## src/rtl/pvt_sensor_pkg.sv

```systemverilog
// pvt_sensor_pkg: shared types, constants and frame helpers for pvt_sensor_wrapper.
// Optional build macro: PVT_SENSOR_PARITY_EN adds one even-parity bit between
// data bit 0 and the stop bit of every frame, in both directions.
package pvt_sensor_pkg;

  typedef enum logic [2:0] {
    CMD_WRITE = 3'd0,
    CMD_DATA  = 3'd1,
    CMD_READ  = 3'd2
  } cmd_type_e;

  typedef enum logic [1:0] {
    R_IDLE = 2'd0,
    R_DATA = 2'd1,
    R_PAR  = 2'd2,
    R_STOP = 2'd3
  } rx_state_e;

  typedef enum logic [1:0] {
    C_HDR   = 2'd0,
    C_WDATA = 2'd1,
    C_TX    = 2'd2
  } cmd_state_e;

  localparam int NUM_SLOTS = 4;
  localparam int EN_BIT    = 5;

`ifdef PVT_SENSOR_PARITY_EN
  localparam int FRAME_BITS = 11;
`else
  localparam int FRAME_BITS = 10;
`endif
  localparam logic [3:0] FRAME_LAST = 4'(FRAME_BITS);

  // Even parity: the parity bit makes the total count of ones even.
  function automatic logic even_parity(input logic [7:0] d);
    return ^d;
  endfunction

  // Full serial frame, leftmost bit goes out first.
  function automatic logic [FRAME_BITS-1:0] build_frame(input logic [7:0] d);
`ifdef PVT_SENSOR_PARITY_EN
    return {1'b0, d, even_parity(d), 1'b1};
`else
    return {1'b0, d, 1'b1};
`endif
  endfunction

endpackage

```

## src/rtl/pvt_sensor_wrapper_if.sv

```systemverilog
// pvt_sensor_wrapper_if: serial link between a host and pvt_sensor_wrapper.
//   rx : host -> wrapper serial commands, idle high
//   tx : wrapper -> host serial responses, idle high
// slave modport is the wrapper side, master modport is the host side.
interface pvt_sensor_wrapper_if;
  logic rx;
  logic tx;

  modport slave  (input rx, output tx);
  modport master (output rx, input tx);
endinterface

```

## src/rtl/pvt_sensor_slot.sv

```systemverilog
// pvt_sensor_slot: behavioural sensor slot, an enable plus a saturating counter.
//   clk    : system clock
//   rst_n  : asynchronous active-low reset
//   en     : slot enable; low holds result at zero
//   result : 8-bit measurement, +1 every 2^TYPE enabled cycles, saturates at 8'hFF
module pvt_sensor_slot #(
  parameter int TYPE = 0
) (
  input  logic       clk,
  input  logic       rst_n,
  input  logic       en,
  output logic [7:0] result
);

  // Prescale terminal count: 0, 1 or 3 for TYPE 0, 1, 2.
  localparam logic [1:0] PRE_MAX = 2'((32'd1 << TYPE) - 32'd1);

  logic [1:0] pre_r;
  logic [7:0] result_r;

  // Prescaler and saturating count; disabling clears both on the next edge.
  always_ff @(posedge clk or negedge rst_n) begin
    if (!rst_n) begin
      pre_r    <= 2'd0;
      result_r <= 8'd0;
    end else if (!en) begin
      pre_r    <= 2'd0;
      result_r <= 8'd0;
    end else if (pre_r == PRE_MAX) begin
      pre_r <= 2'd0;
      if (result_r != 8'hFF) begin
        result_r <= result_r + 8'd1;
      end else begin
        result_r <= result_r;
      end
    end else begin
      pre_r    <= pre_r + 2'd1;
      result_r <= result_r;
    end
  end

  assign result = result_r;

endmodule

```

## src/rtl/pvt_sensor_wrapper.sv

```systemverilog
// pvt_sensor_wrapper: one-bit-per-clock UART front end to four sensor slots.
//   clk   : system clock, one serial bit per cycle
//   rst_n : asynchronous active-low reset
//   bus   : pvt_sensor_wrapper_if.slave (rx commands in, tx responses out)
// Commands are {type[2:0], addr[4:0]}; addr[4:2] must equal GROUP_NO.
// Optional build macro: PVT_SENSOR_PARITY_EN (even parity bit in every frame).
module pvt_sensor_wrapper
  import pvt_sensor_pkg::*;
#(
  parameter int         TYPE     = 0,
  parameter logic [2:0] GROUP_NO = 3'd0
) (
  input logic                  clk,
  input logic                  rst_n,
  pvt_sensor_wrapper_if.slave  bus
);

  // ---------------- UART receiver ----------------
  rx_state_e  rx_state_r, rx_state_s;
  logic [2:0] rx_cnt_r, rx_cnt_s;
  logic [7:0] rx_shift_r, rx_shift_s;
  logic [7:0] rx_byte_r, rx_byte_s;
  logic       rx_valid_r, rx_valid_s;
  logic       rx_err_r, rx_err_s;

  // Receiver state register.
  always_ff @(posedge clk or negedge rst_n) begin
    if (!rst_n) begin
      rx_state_r <= R_IDLE;
      rx_cnt_r   <= 3'd0;
      rx_shift_r <= 8'd0;
      rx_byte_r  <= 8'd0;
      rx_valid_r <= 1'b0;
      rx_err_r   <= 1'b0;
    end else begin
      rx_state_r <= rx_state_s;
      rx_cnt_r   <= rx_cnt_s;
      rx_shift_r <= rx_shift_s;
      rx_byte_r  <= rx_byte_s;
      rx_valid_r <= rx_valid_s;
      rx_err_r   <= rx_err_s;
    end
  end

  // Receiver next state: start, 8 data bits MSB first, optional parity, stop.
  always_comb begin
    rx_state_s = rx_state_r;
    rx_cnt_s   = rx_cnt_r;
    rx_shift_s = rx_shift_r;
    rx_byte_s  = rx_byte_r;
    rx_valid_s = 1'b0;
    rx_err_s   = 1'b0;
    case (rx_state_r)
      R_IDLE: begin
        if (!bus.rx) begin
          rx_state_s = R_DATA;
          rx_cnt_s   = 3'd0;
        end else begin
          rx_state_s = R_IDLE;
        end
      end
      R_DATA: begin
        rx_shift_s = {rx_shift_r[6:0], bus.rx};
        rx_cnt_s   = rx_cnt_r + 3'd1;
        if (rx_cnt_r == 3'd7) begin
`ifdef PVT_SENSOR_PARITY_EN
          rx_state_s = R_PAR;
`else
          rx_state_s = R_STOP;
`endif
        end else begin
          rx_state_s = R_DATA;
        end
      end
      R_PAR: begin
        // A parity mismatch drops the byte just like a bad stop bit.
        if (bus.rx == even_parity(rx_shift_r)) begin
          rx_state_s = R_STOP;
        end else begin
          rx_state_s = R_IDLE;
          rx_err_s   = 1'b1;
        end
      end
      R_STOP: begin
        rx_state_s = R_IDLE;
        if (bus.rx) begin
          rx_valid_s = 1'b1;
          rx_byte_s  = rx_shift_r;
        end else begin
          rx_err_s = 1'b1;
        end
      end
      default: begin
        rx_state_s = R_IDLE;
      end
    endcase
  end

  // ---------------- Command decoder and transmitter ----------------
  cmd_state_e           cmd_state_r, cmd_state_s;
  logic [1:0]           slot_r, slot_s;
  logic [NUM_SLOTS-1:0] en_r, en_s;
  logic [FRAME_BITS-1:0] tx_frame_r, tx_frame_s;
  logic [3:0]           tx_cnt_r, tx_cnt_s;
  logic                 tx_r, tx_s;
  logic [7:0]           result_s [NUM_SLOTS];
  logic                 group_hit_s;

  assign group_hit_s = (rx_byte_r[4:2] == GROUP_NO);

  // Command/transmit state register; tx is driven straight from a flop.
  always_ff @(posedge clk or negedge rst_n) begin
    if (!rst_n) begin
      cmd_state_r <= C_HDR;
      slot_r      <= 2'd0;
      en_r        <= '0;
      tx_frame_r  <= '1;
      tx_cnt_r    <= 4'd0;
      tx_r        <= 1'b1;
    end else begin
      cmd_state_r <= cmd_state_s;
      slot_r      <= slot_s;
      en_r        <= en_s;
      tx_frame_r  <= tx_frame_s;
      tx_cnt_r    <= tx_cnt_s;
      tx_r        <= tx_s;
    end
  end

  // Command next state. A READ latches the frame one edge after byte_valid and
  // the start bit leaves on the following edge.
  always_comb begin
    cmd_state_s = cmd_state_r;
    slot_s      = slot_r;
    en_s        = en_r;
    tx_frame_s  = tx_frame_r;
    tx_cnt_s    = tx_cnt_r;
    tx_s        = 1'b1;
    case (cmd_state_r)
      C_HDR: begin
        if (rx_valid_r && group_hit_s) begin
          slot_s = rx_byte_r[1:0];
          if (rx_byte_r[7:5] == CMD_WRITE) begin
            cmd_state_s = C_WDATA;
          end else if (rx_byte_r[7:5] == CMD_READ) begin
            tx_frame_s  = build_frame(result_s[rx_byte_r[1:0]]);
            tx_cnt_s    = 4'd0;
            cmd_state_s = C_TX;
          end else begin
            cmd_state_s = C_HDR;
          end
        end else begin
          cmd_state_s = C_HDR;
        end
      end
      C_WDATA: begin
        if (rx_valid_r) begin
          en_s[slot_r] = rx_byte_r[EN_BIT];
          cmd_state_s  = C_HDR;
        end else if (rx_err_r) begin
          cmd_state_s = C_HDR;
        end else begin
          cmd_state_s = C_WDATA;
        end
      end
      C_TX: begin
        // Incoming bytes are ignored here; leave once the stop bit has had its cycle.
        if (tx_cnt_r == FRAME_LAST) begin
          cmd_state_s = C_HDR;
        end else begin
          tx_s       = tx_frame_r[FRAME_BITS-1];
          tx_frame_s = {tx_frame_r[FRAME_BITS-2:0], 1'b1};
          tx_cnt_s   = tx_cnt_r + 4'd1;
        end
      end
      default: begin
        cmd_state_s = C_HDR;
      end
    endcase
  end

  assign bus.tx = tx_r;

  // ---------------- Sensor slots ----------------
  for (genvar i = 0; i < NUM_SLOTS; i++) begin : g_slot
    pvt_sensor_slot #(.TYPE(TYPE)) u_slot (
      .clk    (clk),
      .rst_n  (rst_n),
      .en     (en_r[i]),
      .result (result_s[i])
    );
  end

endmodule

```

## src/flat_wrapper.sv

```systemverilog
// flat-port wrapper written by rule: the top's interface ports become plain ports
module pvt_sensor_wrapper_flat import pvt_sensor_pkg::*;
#(
  parameter int         TYPE     = 0,
  parameter logic [2:0] GROUP_NO = 3'd0
)
  (clk, rst_n, bus_rx, bus_tx);
  pvt_sensor_wrapper_if bus_i ();
  input logic clk;
  input logic rst_n;
  input wire logic [$bits(bus_i.rx)-1:0] bus_rx;
  output wire logic [$bits(bus_i.tx)-1:0] bus_tx;
  assign bus_i.rx = bus_rx;
  assign bus_tx = bus_i.tx;
  pvt_sensor_wrapper #(.TYPE(TYPE), .GROUP_NO(GROUP_NO)) u_core (.clk(clk), .rst_n(rst_n), .bus(bus_i));
endmodule
```

## config.mk

```make
export PLATFORM = sky130hd
export DESIGN_NAME = pvt_sensor_wrapper_flat
export DESIGN_NICKNAME = d
export VERILOG_FILES = /design/src/rtl/pvt_sensor_pkg.sv /design/src/rtl/pvt_sensor_wrapper_if.sv /design/src/rtl/pvt_sensor_slot.sv /design/src/rtl/pvt_sensor_wrapper.sv /design/src/flat_wrapper.sv
export SDC_FILE = /design/constraint.sdc
export NUM_CORES = 1
export LEC_CHECK = 0
export ABC_AREA = 1
export CORE_ASPECT_RATIO = 0.9
export CORE_UTILIZATION = 45
export CTS_CLUSTER_SIZE = 16
export DETAILED_ROUTE_END_ITERATION = 8
export GPL_TIMING_DRIVEN = 0
export SLEW_MARGIN = 5
export SYNTH_ARGS = -nofsm -noshare
export SYNTH_HDL_FRONTEND = slang
export SYNTH_SLANG_ARGS = --single-unit
export TNS_END_PERCENT = 1
```

## constraint.sdc

```tcl
create_clock -name clk -period 1.88 [get_ports clk]
set_input_delay 0.376 -clock clk [delete_from_list [all_inputs] [get_ports clk]]
set_output_delay 0.376 -clock clk [all_outputs]
set_load 0.02 [all_outputs]
```

==> metrics <==
YS warnings 0; worst hold-check path type reg2reg; hold path start u_core.rx_err_r; xor/xnor cell area share of the yosys netlist 0.9346%; Hold EP u_core.cmd_state_r[0]; #FFs+latches synth 85; endpoints failing setup 0; Vias per Instance 5.041; number of antenna violations at the first check in global routing 0; Worst-path clk slew 0.06 ns; Die Span X 109.6 µm; mean post-synth cell area 7.929 µm²; number of global-route vias before repair 3595; Cell Area, Synth 0.004686 mm²; Die Height 98.81 µm; clk sinks 85; Initial Util 47.27%; Bufs and invs on worst path 1; PortBufs 3; Clk Tree Root Cell clkbuf_16; clock tree from TritonCTS built; Synth cell types 38; Via Count 3715; Final Cycle Share 96.96%; Layout Cells excl Fill 737; Post-Layout Inst Area 0.005184 mm²; most common cell after layout, fill and taps aside nand2_1; DRT Pass-1 Iters 4; Lkg Pwr 2.576 nW; final hold vios 0; drt wl/cell 12.65 µm; Routed WL 9322 µm; worst r2r src u_core.g_slot[3].u_slot.result[0]; sequential fraction of the synthesis area 45.66%; DRT iter0 DRCs 197; status completed; later-pin clock latency in the skew report 0.34 ns; H-Tree Depth 3; Top Family by Delay on Critical Path buffers and inverters; WHS Path Cells 1; area grow syn2layout 10.63%; Placed Area 0.004898 mm²; Residual DRC 0; filler instances 934; nets 626; setup_tns 0 ns; required time worst endpoint 1.50 ns; total gr overflow 0; Max-Cap Viols 0; Rows 34; DIE AREA 0.01083 mm²; CP Max Fanout 1; critical path class reg2out; Syn Nets 610; antenna cells 0; core footprint 0.009912 mm²; Post-DP HPWL 6763 µm; r2r endpoint u_core.g_slot[3].u_slot.result[6]; largest net degree at the start of global routing 63; CP startpoint kind register; largest family of logic cells by synthesized area simple AND/OR/NAND/NOR gates; min Tclk post-route 1.823 ns; first-pass GRT wire length 16720 µm; CP peak stage delay 0.59 ns; clock buffer count from CTS 9; Cells after Synth 591; Worst R2R Setup Slack 0.35 ns; unrepaired setup endpoints after global routing false; fmax 548.6 MHz; Power Dens Cells 1174 mW/mm²; Ports 4; proportion of layout cells with a drive suffix above 1 13.09%; # placed instances 721; total power 6.083 mW; Synth Area in Compound Gates 11.05%; most frequent cells in the layout nand2_1 (171), inv_1 (80), dfrtp_1 (75); routability cong. 0.8049; adder-cell share of the synthesized area 4.272%; Least-Margin Pin Slew 0.5010 ns; CTS Buffer Depth 2; Worst slew margin 66.60%; Peak VDD IR 0.9215 mV; Worst R2R Path Depth 10; mux cell area share after synthesis 0%; Simple-Gate Fraction of Synth Area 29.32%; Routed Antenna Nets 0; Tot GR Track Use 19.94%; Slew Viols, Final 0; Setup crit end kind output pin; clk_skew 0.005297 ns; CP arrival 1.45 ns; critical path cell sequence clkdlybuf4s50_1; critical path's slowest cell clkdlybuf4s50_1
registers in the layout, indices dropped and copies added, names as in the netlist:
register / cells
u_core.rx_valid_r: 1
u_core.bus.tx: 1
u_core.rx_state_r: 2
u_core.rx_cnt_r: 3
u_core.rx_byte_r: 8
u_core.tx_cnt_r: 4
u_core.rx_err_r: 1
u_core.cmd_state_r: 2
u_core.rx_shift_r: 8
u_core.tx_frame_r: 9
u_core.g_slot.u_slot.result: 32
u_core.en_r: 4
u_core.g_slot.u_slot.pre_r: 8
u_core.slot_r: 2
worst max-delay path by stage:
stage / slack (ns) / endpoint / depth (start not counted) / start
2_1_floorplan: 0.55 / u_core.g_slot[3].u_slot.result[4] / 8 / u_core.g_slot[3].u_slot.result[0]
3_3_place_gp: -2.73 / u_core.rx_cnt_r[1] / 1 / rst_n
3_5_place_dp: 0.08 / u_core.rx_byte_r[4] / 6 / bus_rx
4_1_cts: 0.05 / bus_tx / 1 / u_core.bus.tx
5_1_grt: 0.02 / bus_tx / 1 / u_core.bus.tx
6_report: 0.06 / bus_tx / 1 / u_core.bus.tx
where the power goes:
group          switching, mW  internal, mW
Sequential             0.292          2.29
Clock                  0.696          1.02
Combinational           1.16         0.620
synth_stat cells, drive strengths merged:
master / number / share of area (%)
clkinv: 3 / 0.72
nand4: 8 / 1.1
nor2: 38 / 3.5
xnor2: 3 / 0.56
a31oi: 7 / 0.93
a22o: 2 / 0.37
nor3: 13 / 2.1
inv: 84 / 6.7
a21oi: 14 / 1.5
ha: 16 / 4.3
o31ai: 1 / 0.16
o21ai: 62 / 7.7
a31o: 1 / 0.19
nand3: 52 / 5.9
buf: 7 / 0.88
or2: 6 / 0.80
dfstp: 10 / 5.6
o21bai: 1 / 0.16
nand2: 180 / 16
clkbuf: 5 / 0.43
nor3b: 1 / 0.27
dfrtp: 75 / 40
xor2: 2 / 0.37
metrics by stage:
step | setup WS, ns | hold slack [ns] | util, %
2_1_floorplan | 0.5453 | 0.08041 | -
3_3_place_gp | -2.734 | 0.4301 | 49.17
3_5_place_dp | 0.07603 | 0.3140 | 49.42
4_1_cts | 0.04565 | 0.4376 | 52.30
5_1_grt | 0.02152 | 0.4513 | 52.30
6_report | 0.05725 | 0.4354 | 52.30
cells by family (layout without fill, tap and decap cells):
kind of cell,count (synthesis),after routing
flops,85,85
fa+ha+maj,16,16
simple gates,298,298
buf+inv,99,119
xor+xnor,5,5
compound gates,88,88
layout make-up:
cell class | count | area (µm²) | share of cell area [%]
repair buffers | 5 | 65.06 | 1.255
flip-flops and latches | 85 | 2140 | 41.27
clock buffers | 13 | 240.2 | 4.634
plain buffers | 12 | 61.31 | 1.183
inverters | 87 | 349.1 | 6.734
clock inverters | 2 | 35.03 | 0.6758
multi-input cells | 407 | 2136 | 41.20
well taps | 126 | 157.7 | 3.041
routing by layer:
layer  global-route usage (%)  wire length [µm]
met1                    25.91              4546
met2                    32.17              4282
met5                        0                 0
met4                    7.590               167
met3                    4.630               326
what timing repair did:
item | 4_1_cts | 5_1_grt
resized for setup | 0 | 0
hold buffers | 1 | 0
endpoints found under the hold margin | 23 | 0
setup buffers | 0 | 0
(Power assumes the default switching activity.)
